`src/rtl/mips_pkg.sv`:
```
// mips_pkg: shared constants and types for the MIPS ID/EX stage.
//   ALU opcode constants, A-operand select encodings, register-zero constant,
//   the registered ID/EX record type and its bubble value.
package mips_pkg;

   localparam logic [3:0] ALU_ADD  = 4'd0;
   localparam logic [3:0] ALU_SUB  = 4'd1;
   localparam logic [3:0] ALU_AND  = 4'd2;
   localparam logic [3:0] ALU_OR   = 4'd3;
   localparam logic [3:0] ALU_SRL  = 4'd4;
   localparam logic [3:0] ALU_SRA  = 4'd5;
   localparam logic [3:0] ALU_SLL  = 4'd6;
   localparam logic [3:0] ALU_SLT  = 4'd7;
   localparam logic [3:0] ALU_SLTU = 4'd8;
   localparam logic [3:0] ALU_NOR  = 4'd9;
   localparam logic [3:0] ALU_XOR  = 4'd10;

   typedef enum logic [1:0] {
      A_SEL_RS       = 2'd0,
      A_SEL_SHAMT    = 2'd1,
      A_SEL_RS_SHAMT = 2'd2,
      A_SEL_RSVD     = 2'd3
   } a_sel_t;

   localparam logic [4:0] REG_ZERO = 5'd0;

   typedef struct packed {
      logic        valid;
      logic        reg_we;
      logic        is_load;
      logic [3:0]  alu_op;
      a_sel_t      a_sel;
      logic        b_sel;
      logic [4:0]  dst_idx;
      logic [4:0]  rs_idx;
      logic [4:0]  rt_idx;
      logic [4:0]  shamt;
      logic [31:0] rs_val;
      logic [31:0] rt_val;
      logic [31:0] imm;
   } ex_reg_t;

   localparam logic [3:0] BUBBLE_OP = ALU_ADD;
   localparam ex_reg_t EX_BUBBLE = '{alu_op: BUBBLE_OP, a_sel: A_SEL_RS, default: '0};

endpackage

```
`src/rtl/id_ex_stage_fwd_mux.sv`:
```
// fwd_mux: picks the newest value of one source register from MEM, WB or the register copy.
//   i_idx/i_val          : source register number and its registered value
//   i_mem_we/idx/data    : EX/MEM write-back candidate (highest priority)
//   i_wb_we/idx/data     : MEM/WB write-back candidate
//   o_val                : forwarded value; register 0 never forwards
module fwd_mux
   import mips_pkg::*;
(
   input  logic [4:0]  i_idx,
   input  logic [31:0] i_val,
   input  logic        i_mem_we,
   input  logic [4:0]  i_mem_idx,
   input  logic [31:0] i_mem_data,
   input  logic        i_wb_we,
   input  logic [4:0]  i_wb_idx,
   input  logic [31:0] i_wb_data,
   output logic [31:0] o_val
);

   logic w_mem_hit, w_wb_hit;

   assign w_mem_hit = i_mem_we && (i_mem_idx != REG_ZERO) && (i_mem_idx == i_idx);
   assign w_wb_hit  = i_wb_we  && (i_wb_idx  != REG_ZERO) && (i_wb_idx  == i_idx);
   assign o_val     = w_mem_hit ? i_mem_data : w_wb_hit ? i_wb_data : i_val;

endmodule

```
`src/rtl/id_ex_stage.sv`:
```
// id_ex_stage: ID/EX pipeline register with EX operand selection, forwarding and stall generation.
//   Inputs : clk, rst_n (async active-low), id_* decoded instruction fields,
//            ex_hold (freeze), flush (bubble), mem_*/wb_* forwarding sources.
//   Outputs: alu_a/alu_b/alu_op to the ALU, ex_valid/ex_reg_we/ex_is_load/ex_dst_idx
//            registered control, ex_store_data (forwarded rt), stall_req to ID/IF.
//   Macro  : ID_EX_FWD_EN enables MEM/WB forwarding and WB capture bypass; without it
//            operands come straight from the registers and every RAW hazard against
//            EX or MEM stalls (register file must be write-first).
module id_ex_stage
   import mips_pkg::*;
(
   input  logic        clk,
   input  logic        rst_n,
   input  logic        id_valid,
   input  logic [4:0]  id_rs_idx,
   input  logic [4:0]  id_rt_idx,
   input  logic        id_uses_rs,
   input  logic        id_uses_rt,
   input  logic [31:0] id_rs_val,
   input  logic [31:0] id_rt_val,
   input  logic [31:0] id_imm,
   input  logic [4:0]  id_shamt,
   input  logic [3:0]  id_alu_op,
   input  logic [1:0]  id_a_sel,
   input  logic        id_b_sel,
   input  logic [4:0]  id_dst_idx,
   input  logic        id_reg_we,
   input  logic        id_is_load,
   input  logic        ex_hold,
   input  logic        flush,
   input  logic        mem_reg_we,
   input  logic [4:0]  mem_dst_idx,
   input  logic [31:0] mem_result,
   input  logic        wb_reg_we,
   input  logic [4:0]  wb_dst_idx,
   input  logic [31:0] wb_result,
   output logic [31:0] alu_a,
   output logic [31:0] alu_b,
   output logic [3:0]  alu_op,
   output logic        ex_valid,
   output logic        ex_reg_we,
   output logic        ex_is_load,
   output logic [4:0]  ex_dst_idx,
   output logic [31:0] ex_store_data,
   output logic        stall_req
);

   ex_reg_t     r_ex, w_load, w_next;
   logic [31:0] w_rs_fwd, w_rt_fwd, w_cap_rs, w_cap_rt;
   logic        w_stall;

`ifdef ID_EX_FWD_EN
   fwd_mux u_fwd_rs (
      .i_idx(r_ex.rs_idx), .i_val(r_ex.rs_val),
      .i_mem_we(mem_reg_we), .i_mem_idx(mem_dst_idx), .i_mem_data(mem_result),
      .i_wb_we(wb_reg_we), .i_wb_idx(wb_dst_idx), .i_wb_data(wb_result),
      .o_val(w_rs_fwd)
   );
   fwd_mux u_fwd_rt (
      .i_idx(r_ex.rt_idx), .i_val(r_ex.rt_val),
      .i_mem_we(mem_reg_we), .i_mem_idx(mem_dst_idx), .i_mem_data(mem_result),
      .i_wb_we(wb_reg_we), .i_wb_idx(wb_dst_idx), .i_wb_data(wb_result),
      .o_val(w_rt_fwd)
   );
   // WB writes the register file in the same cycle ID reads it; take the WB value directly.
   assign w_cap_rs = (wb_reg_we && wb_dst_idx != REG_ZERO && wb_dst_idx == id_rs_idx) ? wb_result : id_rs_val;
   assign w_cap_rt = (wb_reg_we && wb_dst_idx != REG_ZERO && wb_dst_idx == id_rt_idx) ? wb_result : id_rt_val;
   // Only a load in EX cannot be forwarded in time.
   assign w_stall = r_ex.valid && r_ex.is_load && (r_ex.dst_idx != REG_ZERO) && id_valid &&
                    ((id_uses_rs && id_rs_idx == r_ex.dst_idx) || (id_uses_rt && id_rt_idx == r_ex.dst_idx));
`else
   logic w_rs_haz, w_rt_haz, w_unused;
   assign w_rs_fwd = r_ex.rs_val;
   assign w_rt_fwd = r_ex.rt_val;
   assign w_cap_rs = id_rs_val;
   assign w_cap_rt = id_rt_val;
   // Without forwarding, any pending write in EX or MEM to a used source must drain first.
   assign w_rs_haz = id_uses_rs && (id_rs_idx != REG_ZERO) &&
                     ((r_ex.valid && r_ex.reg_we && r_ex.dst_idx == id_rs_idx) || (mem_reg_we && mem_dst_idx == id_rs_idx));
   assign w_rt_haz = id_uses_rt && (id_rt_idx != REG_ZERO) &&
                     ((r_ex.valid && r_ex.reg_we && r_ex.dst_idx == id_rt_idx) || (mem_reg_we && mem_dst_idx == id_rt_idx));
   assign w_stall  = id_valid && (w_rs_haz || w_rt_haz);
   assign w_unused = &{1'b0, mem_result, wb_reg_we, wb_dst_idx, wb_result, r_ex.rs_idx, r_ex.rt_idx};
`endif

   always_comb begin
      w_load = '{valid: id_valid, reg_we: id_reg_we, is_load: id_is_load, alu_op: id_alu_op,
                 a_sel: a_sel_t'(id_a_sel), b_sel: id_b_sel, dst_idx: id_dst_idx,
                 rs_idx: id_rs_idx, rt_idx: id_rt_idx, shamt: id_shamt,
                 rs_val: w_cap_rs, rt_val: w_cap_rt, imm: id_imm};
      w_next = ex_hold ? r_ex : (flush || w_stall) ? EX_BUBBLE : w_load;
   end

   always_ff @(posedge clk or negedge rst_n) begin
      if (!rst_n) r_ex <= EX_BUBBLE;
      else        r_ex <= w_next;
   end

   // The ALU shifts by the whole A operand, so shift amounts are masked to 5 bits here.
   assign alu_a = (r_ex.a_sel == A_SEL_SHAMT)    ? {27'b0, r_ex.shamt} :
                  (r_ex.a_sel == A_SEL_RS_SHAMT) ? {27'b0, w_rs_fwd[4:0]} : w_rs_fwd;
   assign alu_b         = r_ex.b_sel ? r_ex.imm : w_rt_fwd;
   assign alu_op        = r_ex.alu_op;
   assign ex_valid      = r_ex.valid;
   assign ex_reg_we     = r_ex.reg_we;
   assign ex_is_load    = r_ex.is_load;
   assign ex_dst_idx    = r_ex.dst_idx;
   assign ex_store_data = w_rt_fwd;
   // rst_n gate keeps the stall quiet while MEM inputs are still live during reset.
   assign stall_req     = w_stall && !ex_hold && rst_n;

endmodule

```
`config.mk`:
```
export PLATFORM = sky130hd
export DESIGN_NAME = id_ex_stage
export DESIGN_NICKNAME = d
export VERILOG_FILES = /design/src/rtl/mips_pkg.sv /design/src/rtl/id_ex_stage_fwd_mux.sv /design/src/rtl/id_ex_stage.sv
export SDC_FILE = /design/constraint.sdc
export NUM_CORES = 1
export LEC_CHECK = 0
export BUFFER_PORTS_ARGS = -buffer_cell sky130_fd_sc_hd__buf_4
export CAP_MARGIN = 20
export CELL_PAD_IN_SITES_DETAIL_PLACEMENT = 1
export CELL_PAD_IN_SITES_GLOBAL_PLACEMENT = 1
export CORE_UTILIZATION = 32
export DETAILED_ROUTE_END_ITERATION = 6
export PLACE_DENSITY = 0.89
export SYNTH_ARGS = -nofsm -noshare
export SYNTH_HDL_FRONTEND = slang
export SYNTH_SLANG_ARGS = --single-unit
```
`constraint.sdc`:
```
create_clock -name clk -period 1.89 [get_ports clk]
set_input_delay 0.189 -clock clk [delete_from_list [all_inputs] [get_ports clk]]
set_output_delay 0.189 -clock clk [all_outputs]
set_load 0.005 [all_outputs]
```
==> metrics.yaml, run 1 <==
die_w_microns: 131
synth_commonest_cells: "a22o_1 (116), dfrtp_1 (116), buf_4 (42), mux2_2 (37), and2_1 (27)"
synth_top_cell_by_area: "dfrtp_1"
grt_pass1_wl_microns: 27700
dp_hpwl_microns: 11400
synthArstFlopShare: 1.00
gp_congestion: 0.905
insertion_delay_ps: 400
p_leak_nw: 4.25
status: "complete, but fails checks"
yosysTopAreaCellShare: 0.549
power.density_nw_per_um2: 879
min_from: "id_rt_val[19]"
slew_headroom: 0.496
cts_buffers: 17
critPathKind: "reg -> out"
drt_iter0_markers: 202
grt_max_degree: 117
synth_cell_types: 20
reg2reg_depth: 8
fill_cells: 1666
cp_data_arrival_time_ps: 1900
syn_area_per_cell_sq_um: 13.0
vias_per_cell: 5.02
synth_area_sq_um: 5290
yosys_warnings: 0
initial_utilization: 0.330
fin_nets: 903
period_share: 1.11
clkTransAtPathRegs_ps: 60
portBuffers: 246
ys_ff_latch: 116
wire_per_inst_microns: 20.8
tightest_slew_ps: 757
synth_ff_type: "dfrtp_1"
die_h_microns: 131
groute.usage.overall: 0.216
slew_viol_final: 0
num_rows: 46
r2r-end: "r_ex[19]"
clockBufferDepth: 2
failed_checks: "negative setup slack"
vias: 4634
hp-class: "in -> reg"
antenna_left: 0
grt_overflow_total: 0
ys_top_cells_by_area: "dfrtp_1 (55%), a22o_1 (19%), mux2_2 (7.9%)"
area_growth_pct: 62.5
vdd.ir_drop.worst_uv: 528
worst_slack_ps: -202
worstPathRequired_ps: 1700
core_area_sq_um: 16000
setup_viol: 85
clock-root-buffer: "clkbuf_16"
period_needed_ps: 2090
min_to: "ex_store_data[19]"
p_total_mw: 7.55
syn-num-nets: 616
hold_depth: 2
startpoint_type: "register"
rr_startpoint: "ex_dst_idx[2]"
setup-tns-final_ps: -4110
holdWs_ps: 8.92
hold_violations: 0
firstDrtPassIters: 6
rsz0062_at_grt: "yes"
syn_inst: 408
cap_violations: 0
drc: 0
cts_htree_levels: 4
finalClockSkew_ps: 8.31
drive_gt1_frac: 0.498
grt_pass1_vias: 5148
reg2reg_setup_slack_ps: -90
wl_microns: 19200
synth-edff-count: 0
cp_max_fo: 3
cts_tree: "built"
ioPinCount: 317
fmax_ghz: 0.478
dieArea_sq_um: 17000
worstSetupEndpointType: "output port"
ys_seq_area_frac: 0.549
cts.sinks: 116
grt_antenna_before_repair: 1
[power breakdown]
group,internal [mW],leakage [nW],switching [mW],total [mW]
Sequential,2.68,1.50,0.156,2.84
Clock,2.13,0.292,1.13,3.26
Combinational,0.881,2.45,0.565,1.45
[through the flow]
| stage | cell area, sq um | instances | util | worst slack, ps |
|---|---|---|---|---|
| final | 8590 | 924 | 0.537 | -202 |
| after floorplan | 5290 | 408 | - | 85.2 |
| after CTS | 8410 | 911 | 0.526 | -123 |
| after global routing | 8590 | 924 | 0.537 | -316 |
| after global placement | 7100 | 813 | 0.444 | -97.3 |
| after detailed placement | 7100 | 813 | 0.444 | -203 |
[registers in the layout, summed over array words and instances, names as in the netlist]
| register | flops |
|---|---|
| r_ex | 40 |
| ex_is_load | 1 |
| ex_reg_we | 1 |
| alu_op | 4 |
| ex_valid | 1 |
| ex_dst_idx | 5 |
| w_rs_fwd | 32 |
| ex_store_data | 32 |
[placed cells by master, fill, tap and decap left out]
master,n
clkinvlp_4,1
xnor2_4,1
nand4_1,4
dfrtp_1,110
buf_16,1
or3_1,2
buf_4,262
and2_1,27
dfrtp_2,6
nor3b_1,1
xnor2_1,17
nand3_1,2
mux2_2,37
o311a_1,2
clkbuf_16,18
xnor2_2,3
nor2b_1,1
or2_2,1
buf_8,2
nand2_1,2
a221oi_4,1
clkbuf_1,2
clkbuf_8,2
bufinv_16,3
clkinv_4,1
dlygate4sd3_1,68
o22ai_2,2
buf_6,2
diode_2,1
a22o_1,116
clkinv_2,5
a22oi_1,1
buf_12,4
[what timing repair did]
item	in CTS	in global routing
cloned	0	3
gates resized for setup	9	14
pin swaps	27	46
hold buffers	63	5
endpoints found under the setup margin	22	156
setup buffers	4	6
endpoints found under the hold margin	178	5
[routing by layer]
metal	routed length, microns	track usage	part of all wire
met4	387	0.0859	0.020
met1	7420	0.241	0.39
met3	1130	0.0525	0.059
met5	0	0	0
met2	10300	0.395	0.54
[cells by family after synthesis]
family          Yosys count  share of synthesized area
compound gates          122                      0.203
flops                   116                      0.549
buf+inv                  72                     0.0883
simple gates             40                     0.0462
mux                      37                     0.0788
xor+xnor                 21                     0.0348
[critical path, cell delays in order (launching register included)]
cell     delay, ps
dfrtp_2        460
xnor2_2        180
nand4_1        140
o22ai_2        190
a22oi_1        100
nor3b_1        260
buf_4          170
[how the worst max path moves through the flow]
stage / from / slack, ps / depth (start not counted) / end
6_report: ex_dst_idx[2] / -200 / 6 / stall_req
3_5_place_dp: id_rt_idx[0] / -200 / 6 / ex_store_data[17]
4_1_cts: ex_dst_idx[2] / -120 / 6 / stall_req
5_1_grt: ex_dst_idx[2] / -320 / 6 / stall_req
3_3_place_gp: id_rt_idx[0] / -100 / 6 / ex_store_data[18]
2_1_floorplan: id_rt_idx[0] / 90 / 6 / ex_store_data[15]
[final cells by class]
type / count / area, sq um / share of cell area
Sequential cell: 116 / 2910 / 0.339
Timing Repair Buffer: 340 / 2830 / 0.330
Multi-Input combinational cell: 220 / 1980 / 0.231
Clock buffer: 21 / 460 / 0.0536
Tap cell: 216 / 270 / 0.0315
Clock inverter: 10 / 131 / 0.0153
Antenna cell: 1 / 2.50 / 0.000291
Power figures use the tool's default switching activity.
==> run 2: changes to the inputs <==
BUFFER_PORTS_ARGS = default   (was -buffer_cell sky130_fd_sc_hd__buf_4)
CORE_AREA = 2 2 121 123   (was default)
CORE_UTILIZATION = default   (was 32)
DIE_AREA = 0 0 123 125   (was default)
DONT_BUFFER_PORTS = 1   (was default)
PLACE_DENSITY = 0.75   (was 0.89)
==> run 2 against run 1 <==
The run now fails in clock tree synthesis (4_1_cts). Area after synthesis unchanged. Synthesized cell count unchanged.
==> metrics.yaml, run 2 <==
syn_area_per_cell_sq_um: 13.0  # unchanged
portBuffers: 0  # -100%
synthArstFlopShare: 1.00  # unchanged
error: "[ERROR RSZ-0060] Max buffer count reached."
cts.sinks: 116  # unchanged
synth-edff-count: 0  # unchanged
ys_top_cells_by_area: "dfrtp_1 (55%), a22o_1 (19%), mux2_2 (7.9%)"
synth_ff_type: "dfrtp_1"
synth_commonest_cells: "a22o_1 (116), dfrtp_1 (116), buf_4 (42), mux2_2 (37), and2_1 (27)"
gp_congestion: 0.758  # -16%
yosysTopAreaCellShare: 0.549  # unchanged
num_rows: 44  # -4.3%
die_h_microns: 125  # -4.2%
initial_utilization: 0.372  # +0.0418
status: "stopped before the end"
synth_area_sq_um: 5290  # unchanged
post_cts_resized: 9  # unchanged
ioPinCount: 317  # unchanged
cts_hold_buf: 113  # +79%
die_w_microns: 123  # -5.8%
synth_top_cell_by_area: "dfrtp_1"
clock-root-buffer: "clkbuf_16"
clockBufferDepth: 2  # unchanged
syn-num-nets: 616  # unchanged
synth_cell_types: 20  # unchanged
lastStage: "clock tree synthesis (4_1_cts)"
place_area_sq_um: 5140  # -28%
cts_htree_levels: 4  # unchanged
cts_buffers: 17  # unchanged
ys_seq_area_frac: 0.549  # unchanged
ys_ff_latch: 116  # unchanged
syn_inst: 408  # unchanged
cts_setup_buffers: 1  # -3
dp_hpwl_microns: 9030  # -21%
yosys_warnings: 0  # unchanged
run 2: cell counts after synthesis:
Identical to the previous run, type by type.
run 2: kinds of logic after synthesis:
kind of cell | after synthesis | synth area share
AO/OA/AOI/OAI | 122 | 0.203
XOR/XNOR | 21 | 0.0348
buffers and inverters | 72 | 0.0883
flip-flops | 116 | 0.549
multiplexers | 37 | 0.0788
AND/OR/NAND/NOR | 40 | 0.0462
run 2: stage by stage:
step	setup WS, ps	std cells	utilization
after floorplan	85.2	408	-
after global placement	14.8	526	0.362
after detailed placement	-43.7	526	0.362
==> run 3: changes to the inputs <==
CELL_PAD_IN_SITES_DETAIL_PLACEMENT = default   (was 1)
CELL_PAD_IN_SITES_GLOBAL_PLACEMENT = default   (was 1)
CORE_AREA = default   (was 2 2 121 123)
CORE_UTILIZATION = 23   (was default)
DIE_AREA = default   (was 0 0 123 125)
PLACE_DENSITY = default   (was 0.75)
PLACE_DENSITY_LB_ADDON = 0.15   (was default)
==> run 3 against run 2 <==
The flow now finishes, with violations (negative hold slack).
==> metrics.yaml, run 3 (same netlist as run 1, synthesis figures left out) <==
largest_register_ffs: 40
gp_congestion: 0.762  # +0.51%
cp_common_cell: "buf_12"
p_leak_nw: 3.21
ioPinCount: 317  # unchanged
cts_buffers: 17  # unchanged
final-instance-count-excl-fill: 792
hp-class: "in -> async"
largest-register: "r_ex"
slowest_stage: "dfrtp_2"
cts_hold_buf: 116  # +2.7%
cp_data_arrival_time_ps: 2150
dp_hpwl_microns: 8920  # -1.2%
startpoint_type: "register"
clock-root-buffer: "clkbuf_16"
p_int_mw: 5.41
grt_antenna_before_repair: 1
power.density_nw_per_um2: 966
clockBufferDepth: 2  # unchanged
worstPathRequired_ps: 2180
vias_per_cell: 4.74
period_share: 0.984
max_stage_delay_ps: 440
switching_power_mw: 1.66
drt_iter0_markers: 195
hold_violations: 167
status: "complete, but fails checks"
antenna_left: 0
vias: 3754
setup_viol: 0
dp.cells: 638  # +21%
tightest_slew_ps: 236
rsz0062_at_grt: "yes"
crit_family: "compound AO/OA/AOI/OAI gates"
critPathBufInv: 3
die_w_microns: 154  # +25%
wire_per_inst_microns: 18.5
dieArea_sq_um: 23600
clkTransAtPathRegs_ps: 60
firstDrtPassIters: 4
vdd.ir_drop.worst_uv: 494
worst_slack_ps: 29.7
grt_pass1_wl_microns: 22900
num_rows: 55  # +25%
area_growth_pct: 38.6
initial_utilization: 0.234  # -0.138
holdWs_ps: -519
fin_nets: 702
power_frac_seq: 0.401
insertion_delay_ps: 410
die_h_microns: 154  # +23%
p_total_mw: 7.07
sw_frac_of_total: 0.235
grt_max_degree: 119
period_needed_ps: 1860
cts_tree: "built"
worstSetupEndpointType: "register"
fmax_ghz: 0.538
finalClockSkew_ps: 8.80
path_cells: "xnor2_1 > nand3_1 > o22ai_2 > a221oi_4 > buf_12 > buf_12 > clkbuf_16 > a22o_1"
clkPwrFrac: 0.480
grt_pass1_vias: 4095
portBuffers: 0  # unchanged
core_area_sq_um: 22600
cts.sinks: 116  # unchanged
critPathKind: "reg -> reg"
setup-tns-final_ps: 0
cts_htree_levels: 4  # unchanged
drc: 0
cap_violations: 0
wl_microns: 14700
cp_max_fo: 8
final_cell_mix: "a22o_1 (116), dlygate4sd3_1 (116), dfrtp_1 (113)"
slew_viol_final: 0
groute.usage.overall: 0.125
power_frac_comb: 0.118
drive_gt1_frac: 0.198
grt_overflow_total: 0
post-place-ws_ps: -97.0  # -53.3 ps
failed_checks: "negative hold slack"
slew_headroom: 0.843
-- run 3: timing repair --
item | 4_1_cts | 5_1_grt
endpoints found under the hold margin | 232 | 232
pin swaps | 3 | 0
gates cloned | 0 | 4
setup endpoints to repair | 13 | 54
buffers inserted | 1 | 1
resized for setup | 5 | 4
-- run 3: path summary, 6_finish.rpt --
kind / startpoint / end / cells past startpoint / slack, ps
max in group asynchronous: rst_n / r_ex[116] / 0 / 2230
worst min-delay path: rst_n / w_rs_fwd[12] / 0 / -520
min in group clk: ex_hold / ex_valid / 1 / -60
worst min register to register: w_rs_fwd[17] / w_rs_fwd[17] / 1 / 490
worst max register to register: ex_dst_idx[1] / r_ex[24] / 8 / 30
worst max-delay path: ex_dst_idx[1] / r_ex[24] / 8 / 30
-- run 3: routing by layer --
layer,global-route usage,vias to the layer above,share of wire
li1,-,1654,-
met1,0.145,1908,0.42
met2,0.211,187,0.49
met3,0.0533,5,0.078
met4,0.0338,0,0.0055
met5,0,-,0
-- run 3: layout make-up --
type	count	area [sq um]
tap	285	357
antenna	1	2.50
timing repair buffer	139	1490
fill	2238	15200
clock inverter	13	184
sequential	116	2910
multi-input combinational	220	1960
clock buffer	18	429
-- run 3: metrics by stage --
stage | instance area, sq um | hold slack, ps | util
after floorplan | 5290 | -107 | -
after global placement | 5400 | -104 | 0.239
after detailed placement | 5400 | -104 | 0.239
after CTS | 7200 | -554 | 0.319
after global routing | 7320 | -566 | 0.325
final | 7320 | -519 | 0.325
-- run 3: power groups by stage --
| stage | clock [mW] | sequential [mW] | combinational [mW] |
|---|---|---|---|
| final | 3.40 | 2.84 | 0.836 |
| after global routing | 3.65 | 2.87 | 0.905 |
| after CTS | 3.52 | 2.84 | 0.811 |
| after detailed placement | 0 | 2.87 | 0.607 |
| after global placement | 0 | 2.88 | 0.604 |
| after floorplan | 0 | 2.81 | 0.603 |
